===== config.mk =====
export PLATFORM = sky130hd
export DESIGN_NAME = alu_arbiter
export DESIGN_NICKNAME = d
export VERILOG_FILES = /design/src/rtl/alu_arbiter.sv
export SDC_FILE = /design/constraint.sdc
export NUM_CORES = 1
export LEC_CHECK = 0
export CAP_MARGIN = 20
export CORE_MARGIN = 4
export CORE_UTILIZATION = 34
export DETAILED_ROUTE_END_ITERATION = 8
export PLACE_DENSITY_LB_ADDON = 0.3
export RECOVER_POWER = 25
export SKIP_CTS_REPAIR_TIMING = 1
export SYNTH_ARGS = -nofsm -noshare
export SYNTH_HDL_FRONTEND = slang
export SYNTH_SLANG_ARGS = --single-unit
export TNS_END_PERCENT = 50

===== constraint.sdc =====
create_clock -name CLK -period 6.2 [get_ports CLK]
set_input_delay 0.62 -clock CLK [delete_from_list [all_inputs] [get_ports CLK]]
set_output_delay 0.62 -clock CLK [all_outputs]
set_load 0.005 [all_outputs]

===== src/rtl/alu_arbiter.sv =====
// Purpose : shares one combinational ALU between two requesters (round-robin) and returns a tagged response.
// Latency : request handshake in cycle N, rsp_valid from cycle N+2; at least 3 cycles per operation.
// Backpr. : rsp_ready low holds the response stable; both req readys stay low until the response is taken.
//
// Ports:
//    CLK, RST                      - clock (rising edge), asynchronous active-high reset
//    reqN_valid/ready/srca/srcb/ctrl - requester N operation channel (N = 0, 1)
//    reqN_lock                     - only with ALU_ARB_LOCK_EN: last owner keeps priority on ties
//    alu_srca/srcb/ctrl            - registered operands to the external ALU
//    alu_result/zero               - combinational ALU outputs
//    rsp_valid/ready/id/result/zero - tagged response channel
//
// Optional feature macro: ALU_ARB_LOCK_EN (adds req0_lock/req1_lock).
module alu_arbiter #(
   parameter int WIDTH = 32
) (
   input  logic             CLK,
   input  logic             RST,

   input  logic             req0_valid,
   output logic             req0_ready,
   input  logic [WIDTH-1:0] req0_srca,
   input  logic [WIDTH-1:0] req0_srcb,
   input  logic [2:0]       req0_ctrl,
`ifdef ALU_ARB_LOCK_EN
   input  logic             req0_lock,
`endif

   input  logic             req1_valid,
   output logic             req1_ready,
   input  logic [WIDTH-1:0] req1_srca,
   input  logic [WIDTH-1:0] req1_srcb,
   input  logic [2:0]       req1_ctrl,
`ifdef ALU_ARB_LOCK_EN
   input  logic             req1_lock,
`endif

   output logic [WIDTH-1:0] alu_srca,
   output logic [WIDTH-1:0] alu_srcb,
   output logic [2:0]       alu_ctrl,
   input  logic [WIDTH-1:0] alu_result,
   input  logic             alu_zero,

   output logic             rsp_valid,
   input  logic             rsp_ready,
   output logic             rsp_id,
   output logic [WIDTH-1:0] rsp_result,
   output logic             rsp_zero
);

   typedef enum logic [1:0] {
      IDLE  = 2'd0,
      ISSUE = 2'd1,
      RESP  = 2'd2
   } state_t;

   state_t state;
   state_t state_nxt;

   logic   last_grant;   // requester served most recently
   logic   owner_id;     // requester owning the operation in flight
   logic   grant;        // requester selected this IDLE cycle
   logic   prefer_last;  // last owner holds priority on a tie
   logic   op_load;      // request handshake this cycle
   logic   rsp_capture;  // ALU output sampled at the end of ISSUE
   logic   rsp_release;  // response handshake this cycle

   // ------------------------------------------------------------------
   // Arbitration: a lone valid requester always wins; on a tie the one
   // not served last wins, unless the last owner is holding its lock.
   // ------------------------------------------------------------------
   always_comb begin
`ifdef ALU_ARB_LOCK_EN
      prefer_last = last_grant ? req1_lock : req0_lock;
`else
      prefer_last = 1'b0;
`endif
      if (req0_valid && req1_valid) begin
         grant = prefer_last ? last_grant : ~last_grant;
      end else begin
         grant = req1_valid;
      end
   end

   always_comb begin
      req0_ready = (state == IDLE) && req0_valid && !grant;
      req1_ready = (state == IDLE) && req1_valid &&  grant;
   end

   // ------------------------------------------------------------------
   // FSM: next state and datapath enables
   // ------------------------------------------------------------------
   always_comb begin
      state_nxt   = state;
      op_load     = 1'b0;
      rsp_capture = 1'b0;
      rsp_release = 1'b0;
      case (state)
         IDLE: begin
            if (req0_ready || req1_ready) begin
               op_load   = 1'b1;
               state_nxt = ISSUE;
            end
         end
         ISSUE: begin
            // Operands have been on the ALU for a full cycle; take its output.
            rsp_capture = 1'b1;
            state_nxt   = RESP;
         end
         RESP: begin
            if (rsp_ready) begin
               rsp_release = 1'b1;
               state_nxt   = IDLE;
            end
         end
         default: begin
            state_nxt = IDLE;
         end
      endcase
   end

   always_ff @(posedge CLK or posedge RST) begin
      if (RST) begin
         state <= IDLE;
      end else begin
         state <= state_nxt;
      end
   end

   // ------------------------------------------------------------------
   // Operand registers: they feed the ALU directly and keep their last
   // value outside ISSUE, so the ALU inputs only change on an accept.
   // ------------------------------------------------------------------
   always_ff @(posedge CLK or posedge RST) begin
      if (RST) begin
         alu_srca   <= '0;
         alu_srcb   <= '0;
         alu_ctrl   <= 3'b000;
         owner_id   <= 1'b0;
         last_grant <= 1'b1;   // requester 0 wins the first tie
      end else if (op_load) begin
         alu_srca   <= grant ? req1_srca : req0_srca;
         alu_srcb   <= grant ? req1_srcb : req0_srcb;
         alu_ctrl   <= grant ? req1_ctrl : req0_ctrl;
         owner_id   <= grant;
         last_grant <= grant;
      end
   end

   // ------------------------------------------------------------------
   // Response registers: loaded once at the end of ISSUE, held through
   // RESP until the consumer takes them.
   // ------------------------------------------------------------------
   always_ff @(posedge CLK or posedge RST) begin
      if (RST) begin
         rsp_valid  <= 1'b0;
         rsp_id     <= 1'b0;
         rsp_result <= '0;
         rsp_zero   <= 1'b0;
      end else if (rsp_capture) begin
         rsp_valid  <= 1'b1;
         rsp_id     <= owner_id;
         rsp_result <= alu_result;
         rsp_zero   <= alu_zero;
      end else if (rsp_release) begin
         rsp_valid  <= 1'b0;
      end
   end

endmodule


==> impl_results.md <==
- Count leader, synth: sky130_fd_sc_hd__mux2_2
- Placed cells: 749
- Simple-gate area share of the yosys netlist: 0.881%
- RSZ-0062 raised after global routing: false
- Setup ws final: 2.81 ns
- Clock tree buffer depth: 2
- Clock Pin Slew Worst Setup and Hold Paths: 0.07 ns
- Sequential cell area fraction in the yosys report: 54.9%
- Leakage power: 3.25 nW
- Routed via count divided by cell count: 4.64
- Sum of routed wire length over all layers: 13500 µm
- Post-Synthesis Cell Area: 4830 µm²
- Source-to-sink clock delay at the later pin of the worst-skew pair: 0.34 ns
- Startpoint types: input pin
- Starting density of the core: 34.8%
- Worst vdd rail ir drop: 0.000291 V
- Post-detailed-placement half-perimeter wirelength: 10400 µm
- Maximum cell stage delay along the critical path: 0.80 ns
- Crit path DAT: 2.77 ns
- Total of fill cells in the finished design: 1127
- Gate count of the mapped netlist: 311
- Share of cell area taken by muxes after synthesis: 40.4%
- Routed vias: 3557
- Power per Cell Area: 442 nW/µm²
- Setup Viol. Count Final: 0
- Wire length of the first global-routing pass: 21000 µm
- Rows: 43
- Critical path, cell by cell: clkdlybuf4s50_1 > a21bo_1 > and3_1 > clkdlybuf4s50_1
- Synth warnings: 0
- Final period util: 54.7%
- Reported max-cap violation count: 2
- Layout area overhead: 65.9%
- Final weighted congestion in routability-driven placement: 0.802
- Vertical extent of the die: 127 µm
- Time the final worst path needs with I/O delays and setup: 3.39 ns
- Most prevalent standard cell on the critical path: sky130_fd_sc_hd__clkdlybuf4s50_1
- Largest fanout on the critical path: 27
- Final Hold Viols: 0
- Flop-to-flop setup slack: 3.39 ns
- Number of buffers created by CTS: 9
- Largest family of logic cells by synthesized area: multiplexers
- Remaining Overflow, GRT: 0
- Proportion of netlist area held by the largest area contributor: 54.4%
- Hold crit path type: register to register
- Wirelength per Cell: 17.6 µm
- Overall track demand over capacity in global routing: 16.5%
- Area of the die: 16200 µm²
- Count of input and output buffers: 275
- Critical path type: input pin to primary output
- Per-instance average area after synthesis: 15.5 µm²
- Largest cells by area after synthesis: sky130_fd_sc_hd__dfrtp_1, sky130_fd_sc_hd__mux2_2, sky130_fd_sc_hd__mux2_4
- Antenna violations before repair: 1
- Reg area: 2650 µm²
- Number of distinct library cells after synthesis: 21
- Clock H-tree levels: 3
- Synthesized-area fraction occupied by ao, oa, aoi and oai cells: 0.958%
- Post-synth EDFFs: 0
- Fraction of registers with async set or reset after synthesis: 100%
- Die Span X: 127 µm
- Post-Synth XOR/XNOR Area: 0%
- CTS tree: yes
- # nets final: 752
- Iteration-0 DRC Markers: 90
- Total count of max-transition violations in the final report: 75
- Nature of the critical path endpoint: primary output
- Post-synth net total: 483
- Yosys top cell by area: sky130_fd_sc_hd__dfrtp_1
- Maximum number of pins on one net before global-route repair: 69
- Sinks on Clock Net: 106
- Required time worst endpoint: 5.58 ns
- Slowest library cell on the worst path: sky130_fd_sc_hd__a21bo_1
- Count of placed standard cells in the final layout, fillers left out: 766
- I/O Pins: 276
- Worst clock skew: 0.00657 ns
- Synthesized-area fraction occupied by adder cells: 0%
- Accumulated negative setup slack: 0 ns
- Violations in the final reports: max-capacitance violations, max-slew violations
- DR DRC count: 0
- Pre-CTS setup slack: 3.16 ns
- Number of iterations in the first detailed-routing pass: 4
- Area occupied by multi-input gates: 2050 µm²
- Peak Freq: 0.295 GHz
- Vias in the first global route: 4002
- Run status: finished, violations left
- Slew of the pin with the lowest slew margin: 1.82 ns
- Seq cells post-synth: 106
- Root buffer cell: sky130_fd_sc_hd__clkbuf_16
- Most instantiated cells after synthesis: sky130_fd_sc_hd__mux2_2, sky130_fd_sc_hd__dfrtp_1, sky130_fd_sc_hd__mux2_4, sky130_fd_sc_hd__buf_2, sky130_fd_sc_hd__buf_6
- Proportion of layout cells with a drive suffix above 1: 32.3%
- Remaining number of nets flagged by the antenna check after routing: 0
- Worst slew slack as a fraction of its limit: -21.9%
- Most frequently used flop master after synthesis: sky130_fd_sc_hd__dfrtp_1
- Core area: 13900 µm²
area by class of cell:
class	count	share of cell area, %
Inverter	2	0.109
Timing Repair Buffer	278	34.6
Clock buffer	12	3.20
Clock inverter	4	0.609
Antenna cell	1	0.0312
Tap cell	180	2.81
Sequential cell	106	33.1
Multi-Input combinational cell	183	25.6
registers in the layout (all words and copies together), names as in the netlist:
name / count
state: 2
alu_srcb: 32
rsp_id: 1
alu_srca: 32
rsp_zero: 1
alu_ctrl: 3
owner_id: 1
last_grant: 1
rsp_valid: 1
rsp_result: 32
logic make-up after synthesis:
kind of cell	count (synthesis)
compound gates	7
buf+inv	22
flops	106
mux	168
simple gates	8
cells in the final DEF (no fill, tap or decap):
master                            count
sky130_fd_sc_hd__a21bo_1              1
sky130_fd_sc_hd__a21o_1               1
sky130_fd_sc_hd__a21oi_1              3
sky130_fd_sc_hd__a31oi_1              1
sky130_fd_sc_hd__and3_1               1
sky130_fd_sc_hd__buf_4                2
sky130_fd_sc_hd__bufinv_16            1
sky130_fd_sc_hd__clkbuf_1             2
sky130_fd_sc_hd__clkbuf_16            9
sky130_fd_sc_hd__clkbuf_8             2
sky130_fd_sc_hd__clkdlybuf4s50_1    272
sky130_fd_sc_hd__clkinv_2             2
sky130_fd_sc_hd__clkinvlp_2           1
sky130_fd_sc_hd__dfrtp_1            105
sky130_fd_sc_hd__dfstp_2              1
sky130_fd_sc_hd__diode_2              1
sky130_fd_sc_hd__dlygate4sd3_1        3
sky130_fd_sc_hd__inv_1                1
sky130_fd_sc_hd__inv_6                1
sky130_fd_sc_hd__mux2_2             152
sky130_fd_sc_hd__mux2_4              16
sky130_fd_sc_hd__nand2_1              2
sky130_fd_sc_hd__nor2_1               1
sky130_fd_sc_hd__nor2b_1              1
sky130_fd_sc_hd__nor3_1               1
sky130_fd_sc_hd__nor3b_1              1
sky130_fd_sc_hd__o21a_4               1
sky130_fd_sc_hd__or2_2                1
critical path: cells and delay by family:
kind	cells	cell delay (ns)
buf+inv	2	1.07
simple gates	1	0.28
compound gates	1	0.80
through the flow:
stage               cell area, µm²  hold slack [ns]  utilization, %  power, W
floorplan                     4830            0.444               -   0.00203
finish                        8020            0.497            57.7   0.00354
CTS                           8030            0.495            57.8   0.00361
global placement              7720            0.457            55.6   0.00296
detailed placement            7720            0.477            55.6   0.00300
global route                  8020            0.517            57.7   0.00377
metal layers:
metal | part of all wire, % | wire [µm] | vias up | GRT usage [%]
li1 | - | - | 1650 | -
met3 | 14 | 1830 | 11 | 9.57
met1 | 36 | 4870 | 1722 | 17.6
met2 | 49 | 6580 | 174 | 27.4
met4 | 1.3 | 176 | 0 | 5.68
met5 | 0 | 0 | - | 0
power by group:
group / internal [W] / switching [W] / total (W)
Sequential: 0.00106 / 0.000194 / 0.00125
Clock: 0.000336 / 0.000246 / 0.000581
Combinational: 0.00117 / 0.000537 / 0.00171
Total: 0.00256 / 0.000976 / 0.00354
final timing paths:
kind | from | end | cells after the start
worst max-delay path | req0_valid | req0_ready | 4
worst min-delay path | owner_id$_DFFE_PP0P_ | owner_id$_DFFE_PP0P_ | 1
worst max register to register | last_grant$_DFFE_PP1P_ | alu_srca[31]$_DFFE_PP0P_ | 4
worst min register to register | owner_id$_DFFE_PP0P_ | owner_id$_DFFE_PP0P_ | 1
max in group asynchronous | RST | alu_ctrl[0]$_DFFE_PP0P_ | 3
min in group asynchronous | RST | rsp_result[23]$_DFFE_PP0P_ | 2
Power figures use the tool's default switching activity.
